[config.mk]
export PLATFORM = sky130hd
export DESIGN_NAME = n2r_chunk_dispatcher_i
export DESIGN_NICKNAME = d
export VERILOG_FILES = /design/src/rtl/n2r_chunk_dispatcher_i.sv
export SDC_FILE = /design/constraint.sdc
export NUM_CORES = 1
export LEC_CHECK = 0
export ABC_AREA = 1
export ABC_CLOCK_PERIOD_IN_PS = 19200
export BUFFER_PORTS_ARGS = -buffer_cell sky130_fd_sc_hd__buf_2
export CORE_MARGIN = 5
export CORE_UTILIZATION = 50
export CTS_CLUSTER_DIAMETER = 30
export DETAILED_ROUTE_END_ITERATION = 8
export GPL_TIMING_DRIVEN = 0
export HOLD_SLACK_MARGIN = 0.05
export PLACE_DENSITY_LB_ADDON = 0.12
export SLEW_MARGIN = 30
export SYNTH_ARGS = -nofsm -noshare
export SYNTH_HDL_FRONTEND = slang
export SYNTH_SLANG_ARGS = --single-unit
[constraint.sdc]
create_clock -name clk -period 19.2 [get_ports clk]
set_input_delay 1.92 -clock clk [delete_from_list [all_inputs] [get_ports clk]]
set_output_delay 1.92 -clock clk [all_outputs]
set_load 0.01 [all_outputs]
[src/rtl/n2r_chunk_dispatcher_i.sv]
// n2r_chunk_dispatcher_i
//   Buffers block-ordered chunk words from the row-to-block converter in a
//   small FIFO and hands them to the MAC core array under valid/ready,
//   tagging each word with the row-major block index of core 0's block and
//   first/last-of-matrix markers. Words offered while full are dropped and
//   recorded in a sticky error flag.
//
// Ports
//   clk, rst_n         : rising-edge clock, synchronous active-low reset
//   in_valid/in_chunk  : word from the converter (no backpressure upstream)
//   in_ready           : FIFO has room
//   out_valid/out_ready: handshake towards the core array
//   out_chunk          : buffered word, bit-identical to the input
//   out_blk_idx        : word_count * NUM_CORES
//   out_first/out_last : word is first / last of a matrix
//   fifo_level         : occupied entries
//   drop_err           : sticky, a word was offered while full
module n2r_chunk_dispatcher_i #(
  parameter int WIDTH      = 16,
  parameter int BLOCK_SIZE = 2,
  parameter int CHUNK_SIZE = 4,
  parameter int ROW        = 8,
  parameter int COL        = 6,
  parameter int NUM_CORES  = 2,
  parameter int FIFO_DEPTH = 4,
  localparam int OUT_WIDTH = WIDTH * CHUNK_SIZE * NUM_CORES,
  localparam int WORDS     = (ROW / BLOCK_SIZE) * (COL / BLOCK_SIZE) / NUM_CORES,
  localparam int IDXW      = (WORDS * NUM_CORES > 1) ? $clog2(WORDS * NUM_CORES) : 1,
  localparam int LVLW      = $clog2(FIFO_DEPTH) + 1
) (
  input  logic                 clk,
  input  logic                 rst_n,
  input  logic                 in_valid,
  input  logic [OUT_WIDTH-1:0] in_chunk,
  output logic                 in_ready,
  output logic                 out_valid,
  input  logic                 out_ready,
  output logic [OUT_WIDTH-1:0] out_chunk,
  output logic [IDXW-1:0]      out_blk_idx,
  output logic                 out_first,
  output logic                 out_last,
  output logic [LVLW-1:0]      fifo_level,
  output logic                 drop_err
);

  localparam int PTRW = $clog2(FIFO_DEPTH);
  localparam int CNTW = (WORDS > 1) ? $clog2(WORDS) : 1;

  logic [OUT_WIDTH-1:0] mem_q [FIFO_DEPTH];

  logic [PTRW-1:0] wr_ptr_q, wr_ptr_d;
  logic [PTRW-1:0] rd_ptr_q, rd_ptr_d;
  logic [LVLW-1:0] level_q,  level_d;
  logic [CNTW-1:0] cnt_q,    cnt_d;
  logic            drop_q,   drop_d;
  logic            push, pop;

  // Handshake flags are gated by rst_n so neither side sees a live FIFO
  // while reset is held, even before the first reset edge has cleared state.
  assign in_ready    = rst_n && (level_q < LVLW'(FIFO_DEPTH));
  assign out_valid   = rst_n && (level_q != '0);
  assign out_chunk   = mem_q[rd_ptr_q];
  assign out_first   = (cnt_q == '0);
  assign out_last    = (cnt_q == CNTW'(WORDS - 1));
  assign out_blk_idx = IDXW'(cnt_q) * IDXW'(NUM_CORES);
  assign fifo_level  = level_q;
  assign drop_err    = drop_q;

  always_comb begin
    push     = in_valid && in_ready;
    pop      = out_valid && out_ready;
    wr_ptr_d = wr_ptr_q;
    rd_ptr_d = rd_ptr_q;
    level_d  = level_q;
    cnt_d    = cnt_q;
    drop_d   = drop_q;

    // FIFO_DEPTH is a power of two, so pointers wrap by natural overflow.
    if (push) begin
      wr_ptr_d = wr_ptr_q + PTRW'(1);
    end
    if (pop) begin
      rd_ptr_d = rd_ptr_q + PTRW'(1);
      cnt_d    = (cnt_q == CNTW'(WORDS - 1)) ? '0 : cnt_q + CNTW'(1);
    end

    unique case ({push, pop})
      2'b10:   level_d = level_q + LVLW'(1);
      2'b01:   level_d = level_q - LVLW'(1);
      default: level_d = level_q;
    endcase

    if (in_valid && !in_ready) begin
      drop_d = 1'b1;
    end
  end

  always_ff @(posedge clk) begin
    if (!rst_n) begin
      wr_ptr_q <= '0;
      rd_ptr_q <= '0;
      level_q  <= '0;
      cnt_q    <= '0;
      drop_q   <= 1'b0;
    end else begin
      wr_ptr_q <= wr_ptr_d;
      rd_ptr_q <= rd_ptr_d;
      level_q  <= level_d;
      cnt_q    <= cnt_d;
      drop_q   <= drop_d;
    end
  end

  // Storage needs no reset: contents are only observed when level_q != 0.
  always_ff @(posedge clk) begin
    if (push) begin
      mem_q[wr_ptr_q] <= in_chunk;
    end
  end

endmodule

==> results_dict.tcl, run 1 <==
set metrics [dict create \
    ys_seq_area_share_pct 78.1 \
    synth_top_area_cell "edfxtp_1" \
    cts_resized 0 \
    core-area_sq_um 39600 \
    ys_types 27 \
    leakage_nw 9.64 \
    skew_ps 20.8 \
    path_clk_slew_ps 50 \
    rsz0062_at_grt "false" \
    synthTopCellsByCount "512 x edfxtp_1, 232 x nor2_1, 148 x o21ai_0" \
    dr.pass1.iters 5 \
    vias_per_cell 5.34 \
    setup_viol 0 \
    yosys_register_bits 525 \
    critical_path_class "primary input to output port" \
    final_cells 2358 \
    p_total_mw 3.40 \
    yosys-top-cells-area "edfxtp_1 77%, nor2_1 4.3%, o21ai_0 3.7%, o21ai_1 2.8%, o22ai_1 2.7%" \
    slew_headroom_pct 57.1 \
    start_kind "primary input" \
    multi_input_area_sq_um 3740 \
    synth-edff-count 512 \
    ys.flop_type "edfxtp_1" \
    hold_buffers 0 \
    cts_root_buf "clkbuf_16" \
    rr_startpoint "fifo_level[2]" \
    async_flop_share_pct 0 \
    worst_slack_ps 14640 \
    start_util_pct 50.5 \
    hold_viol_final 0 \
    end_kind "output port" \
    critical_path.startpoint "rst_n" \
    fin_util_pct 67.1 \
    drive_gt1_share_pct 33.2 \
    seqCellArea_sq_um 15600 \
    status "complete, no violations" \
    crit_fanout 10 \
    cts_post_setup_buffers_inserted 0 \
    ys_warn_count 0 \
    slew_violations 0 \
    grt_pass1_wl_um 75400 \
    drt_iter0_drc 801 \
    grt_max_degree 21 \
    synthCells 1335 \
    yosysMostFrequentCell "edfxtp_1" \
    area_growth_syn_to_layout_pct 32.8 \
    syn_nets 1473 \
    cts-buffers-inserted 102 \
    finalCriticalPeriod_ps 4560 \
    min_path_type "flip-flop to flip-flop" \
    finalNetCount 1879 \
    placed_cells 2162 \
    cts_tree "yes" \
    hold_start "drop_err" \
    clock-sinks 525 \
    h-tree-depth 3 \
    worstMarginPinSlew_ps 641 \
    synth_top_area_share_pct 76.8 \
    worst_ep_arrival_time_ps 2640 \
    clk_path_buf_depth 3 \
    cp.required_ps 17280 \
    fill_cells 2808 \
    row_count 73 \
    post_drt_wl_per_cell_um 21.4 \
    max_freq_ghz 0.219 \
    dieArea_sq_um 44200 \
    syn_avg_cell_area_sq_um 15.0 \
    route.detailed.drc 0 \
    die_h_um 210 \
    place_congestion 0.728 \
    fp.dieW_um 210 \
    grt_usage_pct 22.3 \
    dp_slack_ps 14640 \
    antenna_found_initial 15 \
    ios 272 \
    ant_nets 0 \
    vdd_drop_max_v 0.000120 \
    drt-total-wl_um 50500 \
    final.setup.tns_ps 0 \
    vias 12594 \
    place_hpwl_um 32200 \
    grt_pass1_vias 12911 \
    portBuffers 270 \
    syn_area_sq_um 20000 \
    clock_latency_ps 610 \
    drv_cap 0 \
    finalCritPeriodShare_pct 23.8 \
    overflow 0 \
    pwr_density_cell_nw_per_um2 128 \
]
-- cells in the final DEF (no fill, tap or decap), types with 6 or more instances in the layout --
cell / n
inv_6: 7
edfxtp_1: 512
o21ai_0: 148
clkinv_4: 6
clkinv_1: 16
bufinv_16: 18
clkbuf_16: 105
buf_6: 17
clkbuf_1: 42
nand2_1: 17
buf_16: 31
o22ai_2: 40
clkinv_2: 10
clkinvlp_4: 14
dfxtp_1: 13
buf_2: 287
buf_4: 10
o22ai_1: 88
inv_1: 20
nor2_1: 228
nor2_2: 39
o21ai_1: 114
-- power breakdown --
group / total, mW / internal (mW) / switching (mW)
logic: 0.261 / 0.0973 / 0.164
clock network: 1.83 / 1.25 / 0.585
registers: 1.30 / 1.29 / 0.00865
total: 3.40 / 2.64 / 0.758
-- critical path, stage by stage --
cell	delay, ps
buf_2	110
clkbuf_1	340
nand2_1	90
inv_1	50
buf_2	120
-- final timing paths --
kind                       end  slack [ps]  depth (start not counted)
setup / recovery     out_valid       14640                          5
hold / removal        drop_err         470                          2
setup reg to reg  mem_q[3][16]       16790                          6
hold reg to reg       drop_err         470                          2
-- cell families after synthesis --
| kind of cell | after synthesis | synth area share [%] |
|---|---|---|
| flip-flops | 525 | 78.1 |
| AO/OA/AOI/OAI | 396 | 12.0 |
| buffers and inverters | 110 | 3.41 |
| other | 1 | 0.0187 |
| XOR/XNOR | 1 | 0.0437 |
| AND/OR/NAND/NOR | 296 | 6.10 |
| adder cells (fa/ha/maj) | 6 | 0.412 |
-- flip-flops by register name, summed over array words and instances (netlist names), named ones only --
register	cells
rd_ptr_q	2
drop_err	1
cnt_q	3
wr_ptr_q	2
fifo_level	3
mem_q	512
-- layer usage --
metal	up-vias	part of all wire, %	GRT usage (%)
met5	-	0.24	0
met3	91	7.1	6.59
met4	22	2.0	7.07
met1	6211	40	28.1
li1	5908	-	-
met2	362	51	37.5
-- through the flow --
| step | instance area [sq um] | hold WS (ps) |
|---|---|---|
| 6_report | 26600 | 466 |
| 5_1_grt | 26600 | 518 |
| 4_1_cts | 26600 | 469 |
| 3_5_place_dp | 22900 | 458 |
| 3_3_place_gp | 22000 | 445 |
| 2_1_floorplan | 20000 | 491 |
-- cell type report --
cell class                      count  share of cell area [%]
Clock buffer                      113                    10.1
Tap cell                          525                    2.47
Antenna cell                        5                  0.0470
Clock inverter                     78                    3.64
Sequential cell                   525                    58.8
Inverter                           24                   0.348
Buffer                             86                    2.22
Timing Repair Buffer              302                    8.35
Multi-Input combinational cell    700                    14.1
No activity file was read; power rests on OpenSTA's default activity.
==> run 2, diff against run 1 <==
Settings changed: ABC_CLOCK_PERIOD_IN_PS 19200 to 4700.
Clock period 19.2 ns to 4.7 ns, I/O delays scaled along.
==> results_dict.tcl, run 2 (synthesis results as in run 1) <==
set metrics [dict create \
    status "complete, no violations" \
    clock_latency_ps 610 \
    worst_slack_ps 1810 \
    critical_path_class "flip-flop to output port" \
    vias_per_cell 5.35 \
    finalNetCount 1920 \
    slew_violations 0 \
    dr.pass1.iters 5 \
    vias 12796 \
    dieArea_sq_um 44200 \
    die_h_um 210 \
    fill_cells 2810 \
    path_clk_slew_ps 50 \
    clock-sinks 525 \
    grt_pass1_wl_um 76800 \
    cts-buffers-inserted 99 \
    leakage_nw 9.69 \
    cts_post_setup_buffers_inserted 0 \
    multi_input_area_sq_um 3740 \
    final_common_cell "edfxtp_1" \
    seqCellArea_sq_um 15600 \
    setup_viol 0 \
    row_count 73 \
    worst_ep_arrival_time_ps 2420 \
    place_hpwl_um 32200 \
    largest_register "mem_q" \
    grt_pass1_vias 13365 \
    route.detailed.drc 0 \
    cp.required_ps 4230 \
    cts_tree "yes" \
    ios 272 \
    end_kind "output port" \
    drv_cap 0 \
    ant_nets 0 \
    place_congestion 0.747 \
    cts_root_buf "clkbuf_16" \
    crit_fanout 10 \
    finalCritPeriodShare_pct 61.5 \
    core-area_sq_um 39600 \
    clk_path_buf_depth 3 \
    start_util_pct 50.5 \
    max_freq_ghz 0.346 \
    pwr_density_cell_nw_per_um2 502 \
    worstMarginPinSlew_ps 661 \
    cts_resized 0 \
    dp_slack_ps 1790 \
    layout_common_cells "512 x edfxtp_1, 287 x buf_2, 228 x nor2_1, 148 x o21ai_0, 114 x o21ai_1" \
    skew_ps 15.3 \
    antenna_found_initial 9 \
    fp.dieW_um 210 \
    rsz0062_at_grt "false" \
    largest_reg_flops 512 \
    grt_max_degree 22 \
    start_kind "flip-flop" \
    p_total_mw 13.4 \
    drt_iter0_drc 751 \
    grt_usage_pct 22.6 \
    area_growth_syn_to_layout_pct 33.4 \
    min_path_type "primary input to flip-flop" \
    overflow 0 \
    finalCriticalPeriod_ps 2890 \
    slew_headroom_pct 55.8 \
    hold_viol_final 0 \
    drt-total-wl_um 50700 \
    drive_gt1_share_pct 31.6 \
    portBuffers 270 \
    post_drt_wl_per_cell_um 21.2 \
    vdd_drop_max_v 0.000373 \
    final.setup.tns_ps 0 \
    h-tree-depth 3 \
]
-- run 2: changes by cell type in the layout (fill, tap and decap cells not counted), sizes merged --
cell and change:
diode -1, clkbuf +2, bufinv -4, dlygate4sd3 +45
clkinvlp -5, buf -1, clkinv -1, inv +1
-- run 2: metal layers --
| metal | GRT usage (%) | up-vias | wire length, um |
|---|---|---|---|
| li1 | - | 6008 | - |
| met1 | 28.6 | 6277 | 20400 |
| met2 | 37.6 | 418 | 25200 |
| met3 | 7.11 | 83 | 4070 |
| met4 | 7.38 | 10 | 1010 |
| met5 | 0 | - | 71 |
-- run 2: report_power, final --
| group | internal (mW) | switching [mW] | leakage, nW |
|---|---|---|---|
| sequential | 5.28 | 0.0352 | 4.75 |
| clock | 4.67 | 2.32 | 1.61 |
| combinational | 0.423 | 0.679 | 3.33 |
-- run 2: through the flow --
stage	cell area, sq um	hold slack [ps]	utilization (%)	cells
2_1_floorplan	20000	491	-	1335
3_3_place_gp	22000	445	55.6	2130
3_5_place_dp	22900	456	57.8	2161
4_1_cts	26700	50.1	67.4	2390
5_1_grt	26700	61.8	67.4	2392
6_report	26700	79.9	67.4	2394
-- run 2: worst paths after layout --
| path | start | endpoint | slack [ps] | cells past startpoint |
|---|---|---|---|---|
| worst max register to register | fifo_level[2] | mem_q[0][29] | 2080 | 8 |
| worst min register to register | drop_err | drop_err | 460 | 2 |
| worst min-delay path | in_chunk[116] | mem_q[0][116] | 80 | 1 |
| worst max-delay path | flip-flop | out_chunk[40] | 1810 | 5 |
-- run 2: area by class of cell --
type | count | area share, %
Timing Repair Buffer | 346 | 9.89
Antenna cell | 4 | 0.0375
Multi-Input combinational cell | 700 | 14.0
Inverter | 24 | 0.347
Sequential cell | 525 | 58.5
Clock inverter | 69 | 2.95
Clock buffer | 115 | 9.58
Tap cell | 525 | 2.46
Buffer | 86 | 2.21
-- run 2: worst max-delay path, cell delays in order, from the launching register on --
cell and delay (ps):
dfxtp_1 530, buf_6 270, clkbuf_1 410, o21ai_0 180, o22ai_1 220, buf_2 210
-- run 2: repair_timing --
action / in CTS / in global routing
setup endpoints to repair: 0 / 0
hold endpoints to repair: 165 / 0
hold buffers: 45 / 0
==> run 3, diff against run 2 <==
Settings changed: ABC_CLOCK_PERIOD_IN_PS 4700 to 3000.
Clock period 4.7 ns to 3 ns, I/O delays scaled along.
==> results_dict.tcl, run 3 (synthesis results as in run 1) <==
set metrics [dict create \
    status "complete, no violations" \
    largest_register "mem_q" \
    portBuffers 270 \
    antenna_found_initial 4 \
    clock_power_share_pct 50.8 \
    crit_chain "buf_6, clkbuf_1, o21ai_0, o22ai_1, buf_2" \
    ant_nets 0 \
    place_area_sq_um 22900 \
    worstMarginPinSlew_ps 567 \
    core-area_sq_um 39600 \
    drt_iter0_drc 701 \
    slew_violations 0 \
    place_hpwl_um 31800 \
    cp_num_buf_inv 3 \
    finalCriticalPeriod_ps 2730 \
    hold_viol_final 0 \
    hold_slack_ps 429 \
    pwr_density_cell_nw_per_um2 751 \
    dieArea_sq_um 44200 \
    max_freq_ghz 0.367 \
    dr.pass1.iters 5 \
    switchingPower_mw 4.75 \
    grt_max_degree 20 \
    cts_tree "yes" \
    start_kind "flip-flop" \
    route.detailed.drc 0 \
    cts_post_setup_buffers_inserted 0 \
    path_clk_slew_ps 50 \
    min_path_type "primary input to flip-flop" \
    finalCritPeriodShare_pct 90.9 \
    slowest_delay_ps 510 \
    comb_power_share_pct 8.8 \
    vdd_drop_max_v 0.000592 \
    swShare_pct 23.0 \
    row_count 73 \
    cts-buffers-inserted 96 \
    ios 272 \
    vias 13231 \
    skew_ps 18.9 \
    area_growth_syn_to_layout_pct 37.2 \
    drive_gt1_share_pct 30.7 \
    p_total_mw 20.6 \
    seqCellArea_sq_um 15600 \
    start_util_pct 50.5 \
    vias_per_cell 5.34 \
    cts_root_buf "clkbuf_16" \
    place_congestion 0.743 \
    critical_path_class "flip-flop to output port" \
    grt_usage_pct 22.7 \
    clk_path_buf_depth 3 \
    multi_input_area_sq_um 3760 \
    final.setup.tns_ps 0 \
    cpMaxStageDelayCell "dfxtp_1" \
    placed_cells 2162 \
    drt-total-wl_um 51000 \
    p_seq_share_pct 40.4 \
    setup_viol 0 \
    post_drt_wl_per_cell_um 20.6 \
    leakage_nw 9.99 \
    fill_cells 2731 \
    final_common_cell "edfxtp_1" \
    worst_ep_arrival_time_ps 2430 \
    crit_fanout 10 \
    end_kind "output port" \
    crit_family "buffers and inverters" \
    rr_startpoint "wr_ptr_q[0]" \
    finalNetCount 2005 \
    layout_common_cells "512 x edfxtp_1, 287 x buf_2, 227 x nor2_1, 148 x o21ai_0, 132 x dlygate4sd3_1" \
    clock_latency_ps 620 \
    hold_start "in_chunk[7]" \
    internal-power_mw 15.9 \
    largest_reg_flops 512 \
    grt_pass1_wl_um 77500 \
    fp.dieW_um 210 \
    cp.required_ps 2700 \
    grt_pass1_vias 13764 \
    final_cells 2476 \
    die_h_um 210 \
    slew_headroom_pct 62.1 \
    rsz0062_at_grt "false" \
    h-tree-depth 3 \
    drv_cap 0 \
    design_area_sq_um 27500 \
    overflow 0 \
    clock-sinks 525 \
]
[run 3: path summary, 6_finish.rpt]
| path | slack (ps) | depth (start not counted) | end |
|---|---|---|---|
| worst max-delay path | 270 | 5 | out_chunk[47] |
| worst min-delay path | 430 | 2 | mem_q[3][7] |
| worst max register to register | 830 | 8 | mem_q[2][35] |
| worst min register to register | 540 | 2 | wr_ptr_q[1] |
[run 3: area by class of cell]
| type | instances | area share, % |
|---|---|---|
| Clock buffer | 109 | 9.08 |
| Sequential cell | 525 | 56.9 |
| Multi-Input combinational cell | 700 | 13.7 |
| Tap cell | 525 | 2.39 |
| Antenna cell | 2 | 0.0182 |
| Inverter | 24 | 0.337 |
| Buffer | 86 | 2.15 |
| Timing Repair Buffer | 434 | 12.8 |
| Clock inverter | 71 | 2.66 |
[run 3: timing repair]
action	CTS	global route
resized for setup	0	0
endpoints found under the hold margin	517	0
hold buffers	132	0
[run 3: worst reg2reg max path: stages, from the launching register on]
cell     delay [ps]
dfxtp_1         320
inv_1           130
ha_1            180
inv_1            60
nor2_4          390
buf_16          220
buf_16          190
buf_16          180
buf_16          180
[run 3: metal layers]
layer / vias to the layer above / GRT usage (%) / wire, um
met5: - / 0 / 19
met4: 4 / 8.89 / 1570
met3: 113 / 5.80 / 3950
met2: 497 / 38.1 / 25400
met1: 6453 / 28.6 / 20000
li1: 6164 / - / -
[run 3: through the flow]
step	utilization, %	worst slack (ps)
after detailed placement	57.8	697
after floorplan	-	10.7
after CTS	69.3	193
after global placement	55.7	-1670
after global routing	69.3	94.4
final	69.3	272
[run 3: power by group through the flow]
stage	logic (mW)	registers, mW	clock network (mW)
global route	1.97	8.33	11.0
finish	1.82	8.33	10.5
floorplan	0.858	8.47	0
CTS	1.83	8.33	10.6
global placement	1.56	8.48	0
detailed placement	1.68	8.46	0
